File: config.mk
export PLATFORM = sky130hd
export DESIGN_NAME = sram_io_dump
export DESIGN_NICKNAME = d
export VERILOG_FILES = /design/src/rtl/sram_io_dump.sv
export SDC_FILE = /design/constraint.sdc
export NUM_CORES = 1
export LEC_CHECK = 0
export ABC_AREA = 1
export BUFFER_PORTS_ARGS = -buffer_cell sky130_fd_sc_hd__clkbuf_2
export CELL_PAD_IN_SITES_DETAIL_PLACEMENT = 0
export CELL_PAD_IN_SITES_GLOBAL_PLACEMENT = 2
export CORE_UTILIZATION = 27
export CTS_BUF_LIST = sky130_fd_sc_hd__clkbuf_16
export CTS_CLUSTER_DIAMETER = 100
export DETAILED_ROUTE_END_ITERATION = 16
export HOLD_SLACK_MARGIN = 0.15
export PLACE_DENSITY = 0.85
export SYNTH_ARGS = -nofsm -noshare
export SYNTH_HDL_FRONTEND = slang
export SYNTH_SLANG_ARGS = --single-unit
File: constraint.sdc
create_clock -name CLK -period 1.9 [get_ports CLK]
set_input_delay 0.19 -clock CLK [delete_from_list [all_inputs] [get_ports CLK]]
set_output_delay 0.19 -clock CLK [all_outputs]
set_load 0.05 [all_outputs]
File: src/rtl/sram_io_dump.sv
// sram_io_dump: reads LEN words from the SRAM, starting at a given address, and
// streams each word out LSB-first on a serial valid/ready port so the host can
// dump memory contents.
//
// Optional build macro: SRAM_DUMP_PARITY_EN
//   When defined, an even-parity bit (XOR of the data bits) is appended after
//   the MSB of every word, so each word becomes DW+1 serial bits. The port list
//   is the same in both builds.
//
// Timing with SO_RDY held high: START is accepted at edge 0, CEN is high in
// cycle 1, and the first SO_VLD appears in cycle 3. Each word costs NB+2
// cycles (READ, CAPT, then NB shift cycles). RDY rises LEN*(NB+2)+1 cycles
// after the accept.
module sram_io_dump #(
    parameter int MEMORY_DATA_WIDTH = 8,
    parameter int MEMORY_ADDR_WIDTH = 9
) (
    input  logic                         CLK,
    input  logic                         RST,
    input  logic                         START,
    input  logic [MEMORY_ADDR_WIDTH-1:0] ADDR_I,
    input  logic [MEMORY_ADDR_WIDTH:0]   LEN_I,
    input  logic [MEMORY_DATA_WIDTH-1:0] PI,
    input  logic                         SO_RDY,
    output logic                         CEN,
    output logic                         D_WE,
    output logic [MEMORY_ADDR_WIDTH-1:0] A,
    output logic                         SO,
    output logic                         SO_VLD,
    output logic                         BUSY,
    output logic                         RDY
);

    localparam int DW = MEMORY_DATA_WIDTH;
    localparam int AW = MEMORY_ADDR_WIDTH;

`ifdef SRAM_DUMP_PARITY_EN
    localparam int NB = DW + 1;
`else
    localparam int NB = DW;
`endif

    // Bit counter only needs to hold NB-1 (index of the last serial bit).
    localparam int BW = (NB > 1) ? $clog2(NB) : 1;

    localparam logic [BW-1:0] LAST_BIT  = BW'(NB - 1);
    localparam logic [BW-1:0] BIT_STEP  = 1;
    localparam logic [AW-1:0] ADDR_STEP = 1;
    localparam logic [AW:0]   LEN_STEP  = 1;

    // Dump FSM states.
    localparam logic [2:0] IDLE  = 3'd0;
    localparam logic [2:0] READ  = 3'd1;
    localparam logic [2:0] CAPT  = 3'd2;
    localparam logic [2:0] SHIFT = 3'd3;
    localparam logic [2:0] DONE  = 3'd4;

    logic [2:0]    state;
    logic [AW-1:0] addr;
    logic [AW:0]   remaining;
    logic [NB-1:0] sreg;
    logic [BW-1:0] bitcnt;
    logic [NB-1:0] load_word;

    // Word as it enters the shift register; parity (if built in) sits above
    // the MSB so it leaves last.
`ifdef SRAM_DUMP_PARITY_EN
    assign load_word = {^PI, PI};
`else
    assign load_word = PI;
`endif

    // Main sequencer: address/count capture, SRAM read, capture and serialisation.
    always_ff @(posedge CLK) begin
        if (RST) begin
            state     <= IDLE;
            addr      <= '0;
            remaining <= '0;
            sreg      <= '0;
            bitcnt    <= '0;
        end else begin
            case (state)
                IDLE, DONE: begin
                    if (START) begin
                        addr      <= ADDR_I;
                        remaining <= LEN_I;
                        state     <= (LEN_I == '0) ? DONE : READ;
                    end
                end
                READ: begin
                    state <= CAPT;
                end
                CAPT: begin
                    sreg      <= load_word;
                    bitcnt    <= LAST_BIT;
                    remaining <= remaining - LEN_STEP;
                    state     <= SHIFT;
                end
                SHIFT: begin
                    if (SO_RDY) begin
                        sreg <= {1'b0, sreg[NB-1:1]};
                        if (bitcnt == '0) begin
                            if (remaining != '0) begin
                                addr  <= addr + ADDR_STEP;
                                state <= READ;
                            end else begin
                                state <= DONE;
                            end
                        end else begin
                            bitcnt <= bitcnt - BIT_STEP;
                        end
                    end
                end
                default: begin
                    state <= IDLE;
                end
            endcase
        end
    end

    // Outputs are decoded purely from registered state, so no input reaches
    // an output combinationally. The SRAM is only ever read here.
    assign CEN    = (state == READ);
    assign D_WE   = 1'b0;
    assign A      = CEN ? addr : '0;
    assign SO_VLD = (state == SHIFT);
    assign SO     = SO_VLD & sreg[0];
    assign BUSY   = (state == READ) || (state == CAPT) || (state == SHIFT);
    assign RDY    = (state == DONE);

endmodule

==> results of run 1 <==
[cells in the mapped netlist, drive strengths merged]
master  count  share of area, %
nor3        1              0.24
nand2     107                20
conb        1              0.18
a22oi       1              0.37
nor2       53                10
clkbuf      3              0.55
nand3      26               6.8
a31oi      10               3.0
clkinv      1              0.18
or2         2              0.61
buf         7               2.1
o21ai      24               5.8
a21oi      16               4.1
nand3b      1              0.37
nand4       5               1.5
xor2        1              0.43
ha          4               2.4
dfxtp      33                32
a211oi      1              0.37
inv        43               7.9
o31ai       1              0.37
o211ai      2              0.73
[sequential cells by signal, indices dropped and copies added (netlist names)]
register	count
addr	9
state	3
bitcnt	3
remaining	10
sreg	8
[logic make-up (layout without fill, tap and decap cells)]
family                   Yosys count  in the layout  share of synthesized area [%]
adder cells (fa/ha/maj)            4              4                          2.435
AO/OA/AOI/OAI                     55             55                          14.79
other                              1              1                         0.1824
buffers and inverters             54            104                          10.65
flip-flops                        33             33                          32.14
XOR/XNOR                           1              1                         0.4261
AND/OR/NAND/NOR                  195            195                          39.38
[per-layer routing]
| metal | wire, um | GRT usage, % | up-vias |
|---|---|---|---|
| li1 | - | - | 1190 |
| met1 | 3021 | 21.92 | 992 |
| met2 | 2364 | 22.41 | 51 |
| met3 | 235 | 3.047 | 10 |
| met4 | 122 | 5.628 | 0 |
| met5 | 0 | 0 | - |
[final timing paths]
kind                                                to  slack, ns  cells past startpoint
worst max-delay path                              A[1]       0.11                      5
worst max register to register    addr[1]$_SDFFE_PP0P_       0.24                      8
worst min register to register  bitcnt[0]$_SDFFE_PP0P_       0.46                      1
worst min-delay path              sreg[1]$_SDFFE_PP0P_       0.16                      3
[through the flow]
step | area [um2] | hold slack, ns
after floorplan | 2140 | 0.2591
after global placement | 2482 | 0.4403
after detailed placement | 2482 | 0.4410
after CTS | 2623 | 0.1571
after global routing | 2643 | 0.1728
final | 2643 | 0.1634
[worst register-to-register path, cell delays in order, from the launching register on]
cell and delay [ns]:
dfxtp_1 0.36, inv_1 0.10, ha_1 0.26, nand2_1 0.12, nor2_1 0.07, nand3_1 0.14, nand3_2 0.23, o21ai_0 0.22
nor2_1 0.05
[where the power goes]
group	internal (mW)	leakage, nW	switching [mW]
clock	0.475	0.0748	0.288
sequential	0.972	0.272	0.267
combinational	0.743	0.933	1.55
[repair_timing]
| item | in CTS | in global routing |
|---|---|---|
| buffers inserted | 0 | 1 |
| setup endpoints to repair | 9 | 13 |
| resized for setup | 1 | 14 |
[area by class of cell]
cell class,instances,area (um2)
Fill cell,866,4649
Multi-Input combinational cell,256,1260
Sequential cell,33,661.9
Timing Repair Buffer,52,287.8
Inverter,44,170.2
Clock buffer,5,125.1
Tap cell,99,123.9
Clock inverter,3,13.76
==> impl_metrics.py, run 1 <==
metrics = {
    "status": {
        "status": "finished clean",
    },
    "run": {
        "drv_cap": 0,
    },
    "timing": {
        "setup_viol": 0,
        "period_minus_slack_ns": 1.788,
        "timing.final.ws_setup_ns": 0.1118,
        "timing.final.crit_share_pct": 94.12,
        "fin_skew_ns": 0.004196,
        "hold_viol_final": 0,
        "fmax_ghz": 0.5592,
        "slew_viol_final": 0,
        "rsz0062_at_grt": "false",
        "tns_ns": 0,
    },
    "layout": {
        "fin_nets": 427,
        "fin_cells": 492,
        "final_cell_mix": "nand2_1 (107), inv_1 (43), nor2_1 (39)",
        "insertedDiodeCount": 0,
        "mostFrequentLayoutCell": "nand2_1",
        "area_delta_synth_final_pct": 28.55,
        "drive_gt1_share_pct": 20.87,
        "final_core_util_pct": 36.24,
    },
    "cts": {
        "clk_pin_slew_ns": 0.05,
        "clockRootBuffer": "clkbuf_16",
        "clk_latency_ns": 0.27,
        "cts_tree": "yes",
        "cts_buffer_depth": 2,
        "holdBufCountCts": 0,
        "h-tree-depth": 2,
        "cts.sinks": 33,
        "cts_buffers": 5,
    },
    "worst_setup_path": {
        "startpoint_type": "flip-flop",
        "cpMaxStageDelayCell": "dfxtp_2",
        "end_kind": "output port",
        "crit_type": "reg2out",
        "worst-path-buf-inv": 3,
        "startpoint": "state[0]$_SDFFE_PP0P_",
        "required_ns": 1.71,
        "cp_max_fo": 10,
        "cp_top_family": "buffers and inverters",
        "reg2reg_from": "remaining[0]$_SDFFE_PP0P_",
        "path_cells": "inv_1 > nor3_4 > clkinv_4 > nor2_4 > buf_2",
        "critPathMaxStageDelay_ns": 0.42,
        "critical_path_arrival_ns": 1.60,
    },
    "place": {
        "place_hpwl_mm": 4.393,
        "io_buffer_count": 44,
        "pre_cts_slack_ns": 0.2311,
        "place_congestion": 0.9074,
        "dp.cells": 483,
    },
    "yosys": {
        "syn_nets": 378,
        "ys_seq_area_share_pct": 32.14,
        "syn_area_um2": 2056,
        "ys_ff_latch": 33,
        "synth_area_per_cell_um2": 5.993,
        "synthCells": 343,
        "synth_cell_types": 28,
        "yosys_warnings": 0,
    },
    "power_and_ir_drop": {
        "power_mw": 4.296,
        "power_density_nw_per_um2": 1626,
        "p_leak_nw": 1.280,
        "ir_drop_mv": 0.5087,
    },
    "grt": {
        "grt_start_max_net_pins": 20,
        "antenna_found_initial": 0,
        "grt_pass1_wl_mm": 9.232,
        "grt_pass1_vias": 1929,
        "grt-ovfl-total": 0,
        "track_usage_pct": 15.25,
    },
    "floorplan": {
        "dieWidth_um": 89.26,
        "initial_core_util_pct": 28.19,
        "die_area_um2": 7966,
        "io_pins": 46,
        "floorplan.rows": 31,
        "coreArea_um2": 7292,
        "dieHeight_um": 89.26,
    },
    "detailed_routing": {
        "antenna_left": 0,
        "first_pass_iters": 4,
        "drt_iter0_markers": 104,
        "remaining_drc_errors": 0,
        "routed_wirelength_mm": 5.744,
        "via_per_inst": 4.559,
        "num_vias": 2243,
        "wl_per_cell_um": 11.67,
    },
    "hold_path": {
        "worstHoldStart": "PI[1]",
        "hold_class": "in2reg",
    },
}
No activity file was read; power rests on OpenSTA's default activity.
==> run 2: changes to the inputs <==
--- a/config.mk
+++ b/config.mk
@@ -14,7 +14,7 @@
 export CTS_CLUSTER_DIAMETER = 100
 export DETAILED_ROUTE_END_ITERATION = 16
 export HOLD_SLACK_MARGIN = 0.15
-export PLACE_DENSITY = 0.85
+export PLACE_DENSITY = 0.9
 export SYNTH_ARGS = -nofsm -noshare
 export SYNTH_HDL_FRONTEND = slang
 export SYNTH_SLANG_ARGS = --single-unit
==> run 2 against run 1 <==
  * Core utilization is 0.17 points higher
  * Die area stayed put
  * Maximum frequency is 0.69% lower
  * Sequential share of layout area is 0.12 points lower
  * Non-clock buffer count stayed put
  * Cell count stayed put
  * Critical path type unchanged
  * Largest cell class unchanged
==> impl_metrics.py, run 2 (synthesized netlist as in run 1, its figures left out) <==
metrics = {
    "status": {
        "status": "finished clean",
    },
    "floorplan": {
        "floorplan.rows": 31,
        "die_area_um2": 7966,
        "coreArea_um2": 7292,
        "dieWidth_um": 89.26,
        "initial_core_util_pct": 28.19,
        "io_pins": 46,
        "dieHeight_um": 89.26,
    },
    "cts": {
        "cts_buffer_depth": 2,
        "clk_latency_ns": 0.28,
        "cts_buffers": 5,
        "cts_tree": "yes",
        "clockRootBuffer": "clkbuf_16",
        "cts.sinks": 33,
        "post_cts_buffers": 0,
        "h-tree-depth": 2,
        "clk_pin_slew_ns": 0.06,
    },
    "power_and_ir_drop": {
        "seqPwrFrac_pct": 28.2,
        "p_leak_nw": 1.278,
        "switchingPower_mw": 2.145,
        "power_frac_clock_pct": 17.8,
        "power_density_nw_per_um2": 1636,
        "ir_drop_mv": 0.4843,
        "p_sw_share_pct": 49.39,
        "combPwrFrac_pct": 54.0,
        "p_int_mw": 2.198,
    },
    "timing": {
        "setup_viol": 0,
        "fin_skew_ns": 0.006456,
        "worstMarginPinSlew_ns": 0.6105,
        "timing.final.ws_setup_ns": 0.09932,
        "relSlewSlack_pct": 59.25,
        "period_minus_slack_ns": 1.801,
        "timing.final.crit_share_pct": 94.77,
        "slew_viol_final": 0,
        "rsz0062_at_grt": "false",
        "fmax_ghz": 0.5553,
        "tns_ns": 0,
        "hold_viol_final": 0,
    },
    "detailed_routing": {
        "remaining_drc_errors": 0,
        "antenna_left": 0,
        "met1Wirelength_mm": 2.987,
        "num_vias": 2258,
        "wl_per_cell_um": 11.81,
        "topRoutingLayerUsed": "met4",
        "wl_met3_um": 255,
        "routed_wirelength_mm": 5.811,
        "dr_wl_met2_mm": 2.499,
        "first_pass_iters": 4,
        "via_per_inst": 4.589,
        "drt_iter0_markers": 132,
    },
    "worst_setup_path": {
        "crit_type": "reg2out",
        "reg2reg_slack_ns": 0.26,
        "crit_end": "A[4]",
        "required_ns": 1.71,
        "cp_max_fo": 10,
        "startpoint": "state[0]$_SDFFE_PP0P_",
        "end_kind": "output port",
        "critical_path_arrival_ns": 1.61,
        "startpoint_type": "flip-flop",
        "rr_endpoint": "addr[1]$_SDFFE_PP0P_",
        "ff2ff_path_depth": 10,
        "reg2reg_from": "bitcnt[0]$_SDFFE_PP0P_",
    },
    "grt": {
        "antenna_found_initial": 0,
        "grt_start_max_net_pins": 21,
        "track_usage_pct": 15.51,
        "grt_pass1_vias": 1945,
        "grt_pass1_wl_mm": 9.384,
        "grt-ovfl-total": 0,
    },
    "place": {
        "pre_cts_slack_ns": 0.1790,
        "place_congestion": 0.8083,
        "place_area_um2": 2490,
        "io_buffer_count": 44,
        "place_hpwl_mm": 4.405,
    },
    "layout": {
        "fillers": 849,
        "largest_reg_flops": 10,
        "reg.largest.list": "remaining x10, addr x9, sreg x8",
        "final_design_area_no_fill_um2": 2655,
        "top_register": "remaining",
        "fin_nets": 427,
        "area_delta_synth_final_pct": 29.15,
        "drive_gt1_share_pct": 20.87,
        "insertedDiodeCount": 0,
        "final_cell_mix": "nand2_1 (107), inv_1 (43), nor2_1 (39)",
        "mostFrequentLayoutCell": "nand2_1",
    },
    "run": {
        "drv_cap": 0,
    },
    "hold_path": {
        "hold_class": "in2reg",
    },
}
run 2: changes by cell type in the layout (fill, tap and decap cells not counted), sizes merged:
cell    previous run  this run
buf               15        10
clkbuf            42        47
run 2: worst max-delay path, cell delays in order, from the launching register on:
cell      delay (ns)
dfxtp_2         0.43
inv_1           0.12
nor3_4          0.19
clkinv_4        0.21
nor2_4          0.11
buf_2           0.26
run 2: final cells by class:
cell class                 instances  area [um2]  share of cell area [%]
timing repair buffer              52       300.3                   11.31
clock inverter                     3       13.76                  0.5184
sequential                        33       661.9                   24.93
inverter                          44       170.2                   6.409
tap                               99       123.9                   4.665
multi-input combinational        256        1260                   47.46
clock buffer                       5       125.1                   4.713
run 2: per-stage QoR:
stage | total power [mW] | hold WS, ns | util (%) | instances
after detailed placement | 3.542 | 0.4480 | 34.15 | 484
after CTS | 4.322 | 0.1542 | 36.07 | 492
final | 4.343 | 0.1528 | 36.41 | 492
after global routing | 4.741 | 0.1688 | 36.41 | 492
after floorplan | 2.961 | 0.2591 | - | 343
after global placement | 3.516 | 0.4383 | 34.15 | 484
run 2: metal layers:
| metal | vias up | GRT usage, % |
|---|---|---|
| li1 | 1191 | - |
| met1 | 1013 | 22.56 |
| met2 | 49 | 23.32 |
| met3 | 5 | 2.585 |
| met4 | 0 | 4.762 |
| met5 | - | 0 |
run 2: power groups by stage:
stage	Sequential, mW	Combinational, mW	Clock [mW]
3_3_place_gp	1.23	2.29	0
3_5_place_dp	1.23	2.31	0
4_1_cts	1.22	2.32	0.784
5_1_grt	1.27	2.67	0.809
2_1_floorplan	1.16	1.80	0
6_report	1.22	2.35	0.773
run 2: repair_timing:
item | in CTS | in global routing
pin swaps | 0 | 0
resized for setup | 1 | 19
endpoints found under the setup margin | 9 | 11
hold buffers | 0 | 0
run 2: worst min-delay path by stage:
stage | start | depth (start not counted) | endpoint
final | PI[7] | 3 | sreg[7]$_SDFFE_PP0P_
after global routing | PI[7] | 3 | sreg[7]$_SDFFE_PP0P_
after CTS | PI[7] | 3 | sreg[7]$_SDFFE_PP0P_
after detailed placement | PI[1] | 3 | sreg[1]$_SDFFE_PP0P_
after global placement | bitcnt[0]$_SDFFE_PP0P_ | 1 | bitcnt[0]$_SDFFE_PP0P_
after floorplan | RST | 1 | sreg[7]$_SDFFE_PP0P_
